`src/rtl/alu_md_pkg.sv`:
```
// Shared encodings for the EX-stage ALU decoder and the M-extension sequencer.
package alu_md_pkg;

  localparam int OPW = 11;

  localparam logic [3:0] OP_ADD   = 4'd0;
  localparam logic [3:0] OP_SUB   = 4'd1;
  localparam logic [3:0] OP_SLL   = 4'd2;
  localparam logic [3:0] OP_SLT   = 4'd3;
  localparam logic [3:0] OP_SLTU  = 4'd4;
  localparam logic [3:0] OP_XOR   = 4'd5;
  localparam logic [3:0] OP_SRL   = 4'd6;
  localparam logic [3:0] OP_SRA   = 4'd7;
  localparam logic [3:0] OP_OR    = 4'd8;
  localparam logic [3:0] OP_AND   = 4'd9;
  localparam logic [3:0] OP_PASSB = 4'd10;

  localparam logic [4:0] ALUC_ADD    = 5'b00000;
  localparam logic [4:0] ALUC_RTYPE  = 5'b00001;
  localparam logic [4:0] ALUC_ITYPE  = 5'b00010;
  localparam logic [4:0] ALUC_BRANCH = 5'b00100;
  localparam logic [4:0] ALUC_LUI    = 5'b01000;
  localparam logic [4:0] ALUC_MISC   = 5'b10000;

  typedef logic [1:0] md_state_t;
  localparam md_state_t ST_IDLE = 2'd0;
  localparam md_state_t ST_MUL  = 2'd1;
  localparam md_state_t ST_DIV  = 2'd2;
  localparam md_state_t ST_DONE = 2'd3;

  localparam logic [2:0] F3_MUL    = 3'd0;
  localparam logic [2:0] F3_MULH   = 3'd1;
  localparam logic [2:0] F3_MULHSU = 3'd2;
  localparam logic [2:0] F3_MULHU  = 3'd3;
  localparam logic [2:0] F3_DIV    = 3'd4;
  localparam logic [2:0] F3_DIVU   = 3'd5;
  localparam logic [2:0] F3_REM    = 3'd6;
  localparam logic [2:0] F3_REMU   = 3'd7;

  function automatic logic [OPW-1:0] op_onehot(input logic [3:0] idx);
    logic [OPW-1:0] v;
    v = '0;
    v[idx] = 1'b1;
    return v;
  endfunction

endpackage

```
`src/rtl/alu_md_sequencer_if.sv`:
```
// EX-stage <-> M-op sequencer request/response bundle.
// Handshake: a transfer happens on a rising edge where valid and ready are both high;
// valid must not depend on ready, and payload is held stable while valid waits for ready.
interface alu_md_sequencer_if #(
  parameter int XLEN = 32
);
  logic            md_req_valid;
  logic            md_req_ready;
  logic [XLEN-1:0] src_a;
  logic [XLEN-1:0] src_b;
  logic            flush;
  logic            md_busy;
  logic            md_resp_valid;
  logic            md_resp_ready;
  logic [XLEN-1:0] md_result;

  modport master (
    output md_req_valid, src_a, src_b, flush, md_resp_ready,
    input  md_req_ready, md_busy, md_resp_valid, md_result
  );

  modport slave (
    input  md_req_valid, src_a, src_b, flush, md_resp_ready,
    output md_req_ready, md_busy, md_resp_valid, md_result
  );
endinterface

```
`src/rtl/alu_op_decode.sv`:
```
// Combinational decode of ALU op class + instruction fields into a one-hot OpControl.
module alu_op_decode
  import alu_md_pkg::*;
(
  input  logic [4:0]     ALUControl,
  input  logic [2:0]     func3,
  input  logic           instr30,
  input  logic           instr25,
  output logic [OPW-1:0] OpControl
);

  logic [3:0] alu_op;
  logic       r_type;

  assign r_type = (ALUControl == ALUC_RTYPE);

  always_comb begin
    alu_op = OP_ADD;
    case (ALUControl)
      ALUC_RTYPE, ALUC_ITYPE: begin
        case (func3)
          3'd0: alu_op = (r_type && instr30) ? OP_SUB : OP_ADD;
          3'd1: alu_op = OP_SLL;
          3'd2: alu_op = OP_SLT;
          3'd3: alu_op = OP_SLTU;
          3'd4: alu_op = OP_XOR;
          3'd5: alu_op = instr30 ? OP_SRA : OP_SRL;
          3'd6: alu_op = OP_OR;
          3'd7: alu_op = OP_AND;
        endcase
        // M-ops never write back through the single-cycle ALU.
        if (r_type && instr25) alu_op = OP_ADD;
      end
      ALUC_BRANCH: alu_op = OP_SUB;
      ALUC_LUI:    alu_op = OP_PASSB;
      default:     alu_op = OP_ADD;
    endcase
  end

  assign OpControl = op_onehot(alu_op);

endmodule

```
`src/rtl/alu_md_sequencer.sv`:
```
// EX-stage ALU controller: one-hot op decode plus an iterative RV32M/RV64M multiply/divide engine.
module alu_md_sequencer
  import alu_md_pkg::*;
#(
  parameter int XLEN = 32,
  parameter int OPW  = alu_md_pkg::OPW
) (
  input  logic                 clk,
  input  logic                 rst,
  input  logic [4:0]           ALUControl,
  input  logic [2:0]           func3,
  input  logic                 instr30,
  input  logic                 instr25,
  output logic [OPW-1:0]       OpControl,
  alu_md_sequencer_if.slave    md,
  output md_state_t            dbg_state
);

  localparam int CW = $clog2(XLEN) + 1;

  md_state_t         state;
  logic [CW-1:0]     cnt;
  logic [2*XLEN-1:0] acc;
  logic [XLEN-1:0]   opnd;
  logic [2:0]        f3_q;
  logic              neg_q;
  logic              neg_r;

  alu_op_decode u_dec (
    .ALUControl (ALUControl),
    .func3      (func3),
    .instr30    (instr30),
    .instr25    (instr25),
    .OpControl  (OpControl)
  );

  logic            is_md, accept;
  logic            a_sgn, b_sgn, a_neg, b_neg;
  logic [XLEN-1:0] a_mag, b_mag;
  logic            div_zero, div_ovf;
  logic [XLEN-1:0] special_res;

  assign is_md  = (ALUControl == ALUC_RTYPE) && instr25;
  assign accept = md.md_req_valid && (state == ST_IDLE) && is_md && !md.flush;

  // Signedness per func3: MULH both, MULHSU rs1 only, DIV/REM both; the rest unsigned.
  assign a_sgn = func3[2] ? ~func3[0] : (func3[1:0] == 2'b01 || func3[1:0] == 2'b10);
  assign b_sgn = func3[2] ? ~func3[0] : (func3[1:0] == 2'b01);
  assign a_neg = a_sgn && md.src_a[XLEN-1];
  assign b_neg = b_sgn && md.src_b[XLEN-1];
  assign a_mag = a_neg ? (~md.src_a + 1'b1) : md.src_a;
  assign b_mag = b_neg ? (~md.src_b + 1'b1) : md.src_b;

  assign div_zero = func3[2] && (md.src_b == '0);
  assign div_ovf  = func3[2] && !func3[0] && (&md.src_b) &&
                    (md.src_a == {1'b1, {(XLEN-1){1'b0}}});
  assign special_res = div_zero ? (func3[1] ? md.src_a : '1)
                                : (func3[1] ? '0 : md.src_a);

  // Shift-add step: multiplier sits in the low half and shifts out as the product grows.
  logic [XLEN:0]     mul_sum;
  logic [2*XLEN-1:0] mul_nx, mul_fin;
  logic [XLEN-1:0]   mul_res;

  assign mul_sum = {1'b0, acc[2*XLEN-1:XLEN]} + (acc[0] ? {1'b0, opnd} : {(XLEN+1){1'b0}});
  assign mul_nx  = {mul_sum, acc[XLEN-1:1]};
  assign mul_fin = neg_q ? (~mul_nx + 1'b1) : mul_nx;
  assign mul_res = (f3_q == F3_MUL) ? mul_fin[XLEN-1:0] : mul_fin[2*XLEN-1:XLEN];

  // Restoring step: remainder in the high half, dividend/quotient in the low half.
  logic [XLEN:0]     div_sh, div_tr;
  logic              div_ok;
  logic [2*XLEN-1:0] div_nx;
  logic [XLEN-1:0]   q_fin, r_fin, div_res;

  assign div_sh  = {acc[2*XLEN-1:XLEN], acc[XLEN-1]};
  assign div_tr  = div_sh - {1'b0, opnd};
  assign div_ok  = !div_tr[XLEN];
  assign div_nx  = {(div_ok ? div_tr[XLEN-1:0] : div_sh[XLEN-1:0]), acc[XLEN-2:0], div_ok};
  assign q_fin   = neg_q ? (~div_nx[XLEN-1:0] + 1'b1) : div_nx[XLEN-1:0];
  assign r_fin   = neg_r ? (~div_nx[2*XLEN-1:XLEN] + 1'b1) : div_nx[2*XLEN-1:XLEN];
  assign div_res = f3_q[1] ? r_fin : q_fin;

  always_ff @(posedge clk or posedge rst) begin
    if (rst) begin
      state        <= ST_IDLE;
      cnt          <= '0;
      acc          <= '0;
      opnd         <= '0;
      f3_q         <= '0;
      neg_q        <= 1'b0;
      neg_r        <= 1'b0;
      md.md_result <= '0;
    end else if (md.flush) begin
      state <= ST_IDLE;
    end else begin
      case (state)
        ST_IDLE: begin
          if (accept) begin
            f3_q  <= func3;
            cnt   <= '0;
            neg_q <= a_neg ^ b_neg;
            neg_r <= a_neg;
            if (div_zero || div_ovf) begin
              state        <= ST_DONE;
              md.md_result <= special_res;
            end else if (func3[2]) begin
              state <= ST_DIV;
              acc   <= {{XLEN{1'b0}}, a_mag};
              opnd  <= b_mag;
            end else begin
              state <= ST_MUL;
              acc   <= {{XLEN{1'b0}}, b_mag};
              opnd  <= a_mag;
            end
          end
        end
        ST_MUL: begin
          acc <= mul_nx;
          cnt <= cnt + 1'b1;
          if (cnt == CW'(XLEN-1)) begin
            state        <= ST_DONE;
            md.md_result <= mul_res;
          end
        end
        ST_DIV: begin
          acc <= div_nx;
          cnt <= cnt + 1'b1;
          if (cnt == CW'(XLEN-1)) begin
            state        <= ST_DONE;
            md.md_result <= div_res;
          end
        end
        default: begin
          if (md.md_resp_ready) state <= ST_IDLE;
        end
      endcase
    end
  end

  assign md.md_req_ready  = (state == ST_IDLE);
  assign md.md_resp_valid = (state == ST_DONE);
  assign md.md_busy       = is_md && md.md_req_valid && !((state == ST_DONE) && md.md_resp_ready);
  assign dbg_state        = state;

endmodule

```
`src/flat_wrapper.sv`:
```
// flat-port wrapper written by rule: the top's interface ports become plain ports
module alu_md_sequencer_flat import alu_md_pkg::*;
#(
  parameter int XLEN = 32,
  parameter int OPW  = alu_md_pkg::OPW
)
  (clk, rst, ALUControl, func3, instr30, instr25, OpControl, dbg_state, md_md_req_valid, md_src_a, md_src_b, md_flush, md_md_resp_ready, md_md_req_ready, md_md_busy, md_md_resp_valid, md_md_result);
  alu_md_sequencer_if #(.XLEN(XLEN)) md_i ();
  input  logic clk;
  input  logic rst;
  input  logic [4:0] ALUControl;
  input  logic [2:0] func3;
  input  logic instr30;
  input  logic instr25;
  output logic [OPW-1:0] OpControl;
  output md_state_t dbg_state;
  input wire logic [$bits(md_i.md_req_valid)-1:0] md_md_req_valid;
  input wire logic [$bits(md_i.src_a)-1:0] md_src_a;
  input wire logic [$bits(md_i.src_b)-1:0] md_src_b;
  input wire logic [$bits(md_i.flush)-1:0] md_flush;
  input wire logic [$bits(md_i.md_resp_ready)-1:0] md_md_resp_ready;
  output wire logic [$bits(md_i.md_req_ready)-1:0] md_md_req_ready;
  output wire logic [$bits(md_i.md_busy)-1:0] md_md_busy;
  output wire logic [$bits(md_i.md_resp_valid)-1:0] md_md_resp_valid;
  output wire logic [$bits(md_i.md_result)-1:0] md_md_result;
  assign md_i.md_req_valid = md_md_req_valid;
  assign md_i.src_a = md_src_a;
  assign md_i.src_b = md_src_b;
  assign md_i.flush = md_flush;
  assign md_i.md_resp_ready = md_md_resp_ready;
  assign md_md_req_ready = md_i.md_req_ready;
  assign md_md_busy = md_i.md_busy;
  assign md_md_resp_valid = md_i.md_resp_valid;
  assign md_md_result = md_i.md_result;
  alu_md_sequencer #(.XLEN(XLEN), .OPW(OPW)) u_core (.clk(clk), .rst(rst), .ALUControl(ALUControl), .func3(func3), .instr30(instr30), .instr25(instr25), .OpControl(OpControl), .md(md_i), .dbg_state(dbg_state));
endmodule
```
`config.mk`:
```
export PLATFORM = sky130hd
export DESIGN_NAME = alu_md_sequencer_flat
export DESIGN_NICKNAME = d
export VERILOG_FILES = /design/src/rtl/alu_md_pkg.sv /design/src/rtl/alu_md_sequencer_if.sv /design/src/rtl/alu_op_decode.sv /design/src/rtl/alu_md_sequencer.sv /design/src/flat_wrapper.sv
export SDC_FILE = /design/constraint.sdc
export NUM_CORES = 1
export LEC_CHECK = 0
export CELL_PAD_IN_SITES_DETAIL_PLACEMENT = 1
export CELL_PAD_IN_SITES_GLOBAL_PLACEMENT = 1
export CORE_AREA = 2 2 152 266
export CTS_BUF_LIST = sky130_fd_sc_hd__clkbuf_4 sky130_fd_sc_hd__clkbuf_8
export CTS_CLUSTER_DIAMETER = 150
export DETAILED_ROUTE_END_ITERATION = 12
export DIE_AREA = 0 0 154 268
export GPL_TIMING_DRIVEN = 0
export PLACE_DENSITY = 0.84
export SYNTH_ARGS = -nofsm -noshare
export SYNTH_HDL_FRONTEND = slang
export SYNTH_HIERARCHICAL = 1
export SYNTH_SLANG_ARGS = --single-unit
```
`constraint.sdc`:
```
create_clock -name clk -period 6.1 [get_ports clk]
set_input_delay 1.22 -clock clk [delete_from_list [all_inputs] [get_ports clk]]
set_output_delay 1.22 -clock clk [all_outputs]
set_load 0.02 [all_outputs]
```
== Word-level counts from Yosys, hierarchy flattened ==
Index checks and enable logic that the tools add are counted.

* Memory bits (read-only): 0
* Bits of input ports: 79
* Bits in latches: 0
* Output and inout bits: 48
* Memory bits (writable): 0
* Memories kept: 0
* Flip-flop bits (word level): 141
* Word-level logic and storage cells: 129

* Div/mod/pow operators: 0
* Order comparisons: 2
* Multipliers: 0
* Reductions and logical operators: 37
* $add $sub $neg: 8
* Equal/unequal tests: 25
* Bitwise logic cells: 9
* Shift-type cells: 0
* Multiplexer cells: 40

{| class="wikitable"
|+ Operator list
! kind !! number
|-
| 32-bit 2-to-1 mux || 17
|-
| 64-bit 2-to-1 mux || 3
|-
| 64-bit one-hot mux with 3 select lines || 1
|-
| 32-bit by 1-bit adder with 32-bit output, second input constant || 4
|-
| 32-bit inverter || 4
|-
| 32-bit one-hot mux with 3 select lines || 1
|-
| 64-bit by 1-bit adder with 64-bit output, second input constant || 1
|-
| 64-bit inverter || 1
|-
| 32-bit by 33-bit adder with 33-bit output || 1
|-
| 33-bit by 32-bit subtractor with 33-bit output || 1
|-
| 32-bit == test, second input constant || 1
|-
| 32-bit zero test || 1
|-
| 4-bit one-hot mux with 8 select lines || 1
|-
| 32-bit AND reduction || 1
|-
| 1-bit logical AND || 15
|-
| 3-bit == test, second input constant || 4
|-
| 2-bit 2-to-1 mux || 6
|-
| 4-bit one-hot mux with 3 select lines || 1
|-
| 6-bit one-hot mux with 2 select lines || 1
|-
| 3-bit AND reduction || 3
|-
| 2-bit by 1-bit != test with 1-bit output, second input constant || 4
|-
| 4-bit AND reduction || 2
|-
| 6-bit by 1-bit adder with 6-bit output, second input constant || 1
|-
| 2-bit == test, second input constant || 3
|-
| 29 further kinds || 43
|}

== Logic depth before layout (Yosys ltp) ==
* Depth after elaboration: 10
* Depth in mapped cells: 26
* Gate-level depth less buffers: 23

== Cells and area by module ==
The synthesis kept the hierarchy.

{| class="wikitable"
|+ Modules (own cells, without submodules)
! module !! area an instance (um2) !! times used !! sequential area each (um2) !! cells each
|-
| alu_md_sequencer || 17519.3 || 1 || 3528.4 || 2472
|-
| alu_op_decode || 315.3 || 1 || 0.0 || 36
|}

== Least setup slack after synthesis ==
OpenSTA, ideal clock, no wires.

* Path type: register to register
* From: register u_core.acc[31]
* To: register u_core.md.md_result[28]
* Data required time: 5973 ps
* Path buffers: 3
* Stages on the path, launching flop included: 26
* Setup slack: 460 ps
* Arrival time: 5512 ps
* Period minus slack after synthesis: 5640 ps
* Setup time: 127 ps
* Cell sequence: dfrtp_1 -> clkbuf_1 -> inv_1 -> ha_1 -> inv_1 -> fa_1 -> a211oi_1 -> o21a_1 -> a211oi_1 -> o211a_1 -> mux2i_1 -> nor2_1 -> inv_1 -> clkbuf_1 -> clkbuf_1 -> o21ai_0 -> inv_1 -> ha_1 -> nand3_1 -> or4_1 -> inv_1 -> a31oi_1 -> or4b_2 -> and3_1 -> o21ai_0 -> a21oi_1

* Cells in the longest elaborated chain, start to end: 8
* Elaborated cells between the ends (all ways): 17
* Classes of those cells: add/sub: 4; mux: 9; bitwise: 3; reduce/logical: 1

{| class="wikitable"
|+ Ends and longest elaborated chain
! element !! RTL line !! text
|-
| start, declared || alu_md_sequencer.sv:23 || <nowiki>logic [2*XLEN-1:0] acc;</nowiki>
|-
| start signal, assigned || alu_md_sequencer.sv:109 || <nowiki>acc <= {{XLEN{1'b0}}, a_mag};</nowiki>
|-
| start signal, assigned || alu_md_sequencer.sv:113 || <nowiki>acc <= {{XLEN{1'b0}}, b_mag};</nowiki>
|-
| start signal, assigned || alu_md_sequencer.sv:119 || <nowiki>acc <= mul_nx;</nowiki>
|-
| 33-bit by 32-bit subtractor with 33-bit output || alu_md_sequencer.sv:77 || <nowiki>assign div_tr = div_sh - {1'b0, opnd};</nowiki>
|-
| 32-bit 2-to-1 mux / 1-bit zero test (equally long branches) || alu_md_sequencer.sv:79, alu_md_sequencer.sv:78 ||
|-
| 32-bit inverter (on tied branches) || alu_md_sequencer.sv:81, alu_md_sequencer.sv:80 ||
|-
| 32-bit by 1-bit adder with 32-bit output (on tied branches) || alu_md_sequencer.sv:81, alu_md_sequencer.sv:80 ||
|-
| 32-bit 2-to-1 mux (on tied branches) || alu_md_sequencer.sv:81, alu_md_sequencer.sv:80 ||
|-
| 32-bit 2-to-1 mux || alu_md_sequencer.sv:82 || <nowiki>assign div_res = f3_q[1] ? r_fin : q_fin;</nowiki>
|-
| 32-bit 2-to-1 mux || alu_md_sequencer.sv:129 || <nowiki>if (cnt == CW'(XLEN-1)) begin</nowiki>
|-
| 32-bit one-hot mux with 3 select lines (*) || alu_md_sequencer.sv:97 || <nowiki>case (state)</nowiki>
|-
| end signal, assigned || alu_md_sequencer.sv:106 || <nowiki>md.md_result <= special_res;</nowiki>
|-
| end signal, assigned || alu_md_sequencer.sv:123 || <nowiki>md.md_result <= mul_res;</nowiki>
|-
| end signal, assigned || alu_md_sequencer.sv:131 || <nowiki>md.md_result <= div_res;</nowiki>
|-
| end, declared || alu_md_sequencer_if.sv:24 || <nowiki>output md_req_ready, md_busy, md_resp_valid, md_result</nowiki>
|}

Every way passes the cells marked *; elsewhere a longest branch is shown, timed or not. The select of a mux whose other input is x is not followed.
A chain may end at the register's enable or synchronous reset.

== Worst setup path after layout ==
* From: register u_core.opnd[8]
* To: register u_core.md.md_result[10]

* Cells in the longest elaborated chain, start to end: 8
* Elaborated cells between the ends (all ways): 19
* Classes of those cells: add/sub: 5; mux: 10; bitwise: 3; reduce/logical: 1

{| class="wikitable"
|+ Ends and longest elaborated chain
! element !! RTL line !! text
|-
| start, declared || alu_md_sequencer.sv:24 || <nowiki>logic [XLEN-1:0] opnd;</nowiki>
|-
| start signal, assigned || alu_md_sequencer.sv:110 || <nowiki>opnd <= b_mag;</nowiki>
|-
| start signal, assigned || alu_md_sequencer.sv:114 || <nowiki>opnd <= a_mag;</nowiki>
|-
| 32-bit 2-to-1 mux / 33-bit by 32-bit subtractor with 33-bit output (equally long branches) || alu_md_sequencer.sv:65, alu_md_sequencer.sv:77 ||
|-
| 32-bit by 33-bit adder with 33-bit output (tied with other cells) || alu_md_sequencer.sv:65 || <nowiki>assign mul_sum = {1'b0, acc[2*XLEN-1:XLEN]} + (acc[0] ? {1'b0, opnd} : {(XLEN+1){1'b0}});</nowiki>
|-
| 64-bit inverter (tied with other cells) || alu_md_sequencer.sv:67 || <nowiki>assign mul_fin = neg_q ? (~mul_nx + 1'b1) : mul_nx;</nowiki>
|-
| 64-bit by 1-bit adder with 64-bit output (tied with other cells) || alu_md_sequencer.sv:67 ||
|-
| 64-bit 2-to-1 mux (tied with other cells) || alu_md_sequencer.sv:67 ||
|-
| 32-bit 2-to-1 mux (on tied branches) || alu_md_sequencer.sv:68, alu_md_sequencer.sv:82 ||
|-
| 32-bit 2-to-1 mux (on tied branches) || alu_md_sequencer.sv:121, alu_md_sequencer.sv:129 ||
|-
| 32-bit one-hot mux with 3 select lines (*) || alu_md_sequencer.sv:97 ||
|}

Marks and branches as above.

==> results.py <==
metrics = {
    "pwr": {
        "p_per_area_mw_per_mm2": 339,
        "seqPwrFrac_pct": 19.6,
        "p_leak_uw": 0.00826,
        "p_int_uw": 3110,
        "p_total_uw": 6980,
        "p_clk_share_pct": 11.3,
        "p_comb_share_pct": 69.1,
        "irDropWorstVdd_mv": 0.135,
        "switchingPower_uw": 3880,
        "swShare_pct": 55.5,
    },
    "clocking": {
        "holdBufCountCts": 0,
        "cts_buffers": 17,
        "cts_max_level": 4,
        "cts-root-buf": "clkbuf_8",
        "worstSkewPairLatency_ns": 0.51,
        "cts.sinks": 141,
        "ctsLongestPathBuffers": 2,
        "cts_tree": "yes",
        "path_clk_slew_ns": 0.09,
    },
    "worst_setup_path": {
        "cp-end-kind": "flop",
        "setup.worst_path.class": "reg -> reg",
        "worstSetupStartpointType": "flop",
        "r2r_cells": 19,
        "critPathMaxFanout": 19,
        "critPathRequiredTime_ns": 6.45,
        "crit_start": "u_core/opnd[8]",
        "cp_slowest_stage_delay_ns": 0.61,
        "regToRegEndpoint": "u_core/md.md_result[10]",
        "r2r_slack_ns": 0.03,
        "crit_family": "compound AO/OA/AOI/OAI gates",
        "r2r-start": "u_core/opnd[8]",
        "arrival_ns": 6.42,
        "path_buf_inv": 5,
        "slowest_stage": "a211oi_4",
        "path_cells": "inv_1 -> ha_2 -> and4_1 -> o21ai_0 -> a211oi_4 -> o211a_1 -> mux2i_4 -> nor2_4 -> clkinv_4 -> buf_8 -> buf_2 -> ha_1 -> inv_1 -> nand2_2 -> nand2_1 -> xnor2_1 -> o221ai_1 -> a21oi_1 -> o21ai_0",
    },
    "worst_hold_path": {
        "holdPathEnd": "u_core/opnd[27]",
        "hold_start": "u_core/opnd[27]",
        "holdPathStages": 2,
        "hold_class": "reg -> reg",
    },
    "final_layout": {
        "fillCellCount": 5092,
        "multi_input_area_mm2": 0.0135,
        "seqCellArea_mm2": 0.00353,
        "drive_above_1_share_pct": 6.88,
        "area_growth_pct": 15.4,
        "final_common_cell": "nand2_1",
        "final_cell_mix": "nand2_1, o21ai_0, nor2_1, a21oi_1, dfrtp_1",
        "final_nets": 2817,
    },
    "route": {
        "drt_iter0_drc": 1654,
        "drc": 0,
        "vias": 21800,
        "wire_per_inst_um": 31.2,
        "ant_nets": 0,
        "first_pass_iters": 5,
        "wirelength_um": 98700,
        "viasPerCell": 6.89,
    },
    "floorplan": {
        "die_x_um": 154,
        "row_count": 96,
        "initial_core_util_pct": 45.7,
        "coreArea_mm2": 0.0390,
        "die-area_mm2": 0.0413,
        "fp.dieH_um": 268,
        "ioPinCount": 127,
    },
    "timing": {
        "slew_headroom_pct": 1.58,
        "slew_viol_final": 0,
        "worst_pin_slew_ns": 1.47,
        "min_period_ns": 6.07,
        "finalSetupTns_ns": 0,
        "finClkSkew_ns": 0.0139,
        "setup_viol": 0,
        "fmax_ghz": 0.165,
        "hold_violations": 0,
        "period_share_pct": 99.4,
    },
    "synthesis": {
        "synth_edf_count": 0,
        "synth_area_mm2": 0.0178,
        "synth_top_flop_cell": "dfrtp_1",
        "ys_ff_latch": 141,
        "ys_types": 98,
        "ys_seq_area_share_pct": 19.8,
        "avgSynthCellArea_um2": 7.11,
        "yosysWarnings": 6,
        "async_flop_share_pct": 100,
        "syn_nets": 2665,
        "synthCells": 2508,
    },
    "placement": {
        "place.port_buffers": 126,
        "dp_hpwl_um": 78700,
        "routabilityCongestion": 1.05,
    },
    "status": {
        "status": "finished, final reports clean",
    },
    "global_route": {
        "gr-total-overflow": 0,
        "antenna_found_initial": 4,
        "grt_max_degree": 90,
        "grtUsageTotal_pct": 47.3,
        "first_global_vias": 23000,
        "grt_pass1_wl_um": 144000,
    },
    "job": {
        "maxCapViolations": 0,
    },
}
## worst min-delay path, cell delays in order (launching register included)
cell and delay [ns]:
dfrtp_1 0.36, nand2_1 0.05, o21ai_0 0.06
## synthesized netlist by cell type (all sizes together), types with 29 or more instances
cell type	count	area share (%)
o31ai	58	2.5
o211ai	31	1.3
xor2	107	5.3
a21oi	196	5.5
nand3	37	1.0
nand2	369	7.8
xnor2	116	5.7
dfrtp	141	20
clkbuf	154	3.8
a22oi	32	1.3
nand4	29	1.0
inv	71	1.5
nor3	52	1.6
ha	76	5.3
o21ai	280	7.9
nor2	226	4.8
## metrics by stage
stage / instances / util, % / setup slack [ns] / area (um2) / hold slack, ns
6_report: 3165 / 52.7 / 0.0337 / 20600 / 0.493
3_5_place_dp: 3125 / 50.6 / -3.03 / 19700 / 0.474
2_1_floorplan: 2508 / - / 0.460 / 17800 / 0.450
4_1_cts: 3159 / 52.0 / 0.0138 / 20300 / 0.495
3_3_place_gp: 3124 / 50.5 / -2.93 / 19700 / 0.464
5_1_grt: 3164 / 52.7 / -0.0726 / 20600 / 0.524
## cell families after synthesis
logic type,share of synthesized area (%)
xor+xnor,11.0
fa+ha+maj,6.68
compound gates,30.0
simple gates,24.4
buf+inv,6.55
mux,1.61
flops,19.8
## power groups by stage
stage                     Combinational, uW  Clock [uW]  Sequential [uW]
after global placement                 4160           0             1360
after global routing                   5010         830             1390
after CTS                              4400         795             1360
final                                  4820         789             1370
after detailed placement               4260           0             1370
after floorplan                        2570           0             1410
## layer usage
metal | wire [um] | track usage (%)
met1 | 31800 | 44.1
met2 | 46900 | 81.1
met3 | 7000 | 10.9
met4 | 13000 | 51.7
met5 | 10 | 0
## area by class of cell
type	count	share of cell area [%]
Multi-Input combinational cell	2113	65.4
Sequential cell	141	17.2
Timing Repair Buffer	140	6.73
Buffer	174	4.51
Tap cell	490	2.98
Inverter	73	1.40
Clock buffer	21	1.31
Clock inverter	11	0.535
Antenna cell	2	0.0243
## state kept, by name (all words and copies together), names as in the netlist
signal and cells:
u_core/neg_r 1, u_core/cnt 6, u_core/md.md_result 32, u_core/acc 64, u_core/neg_q 1, u_core/opnd 32, u_core/f3_q 3, u_core/dbg_state 2
## how the worst max path moves through the flow
stage,cells after the start,to
detailed placement,25,u_core/md.md_result[22]
global route,15,u_core/md.md_result[21]
finish,19,u_core/md.md_result[10]
floorplan,25,u_core/md.md_result[28]
global placement,25,u_core/md.md_result[22]
CTS,25,u_core/md.md_result[20]
## repair_timing
item | CTS | global route
setup buffers | 6 | 7
gates resized for setup | 53 | 54
endpoints found under the setup margin | 82 | 61
pin swaps | 3 | 14
hold endpoints to repair | 0 | 0
Power figures use the tool's default switching activity.
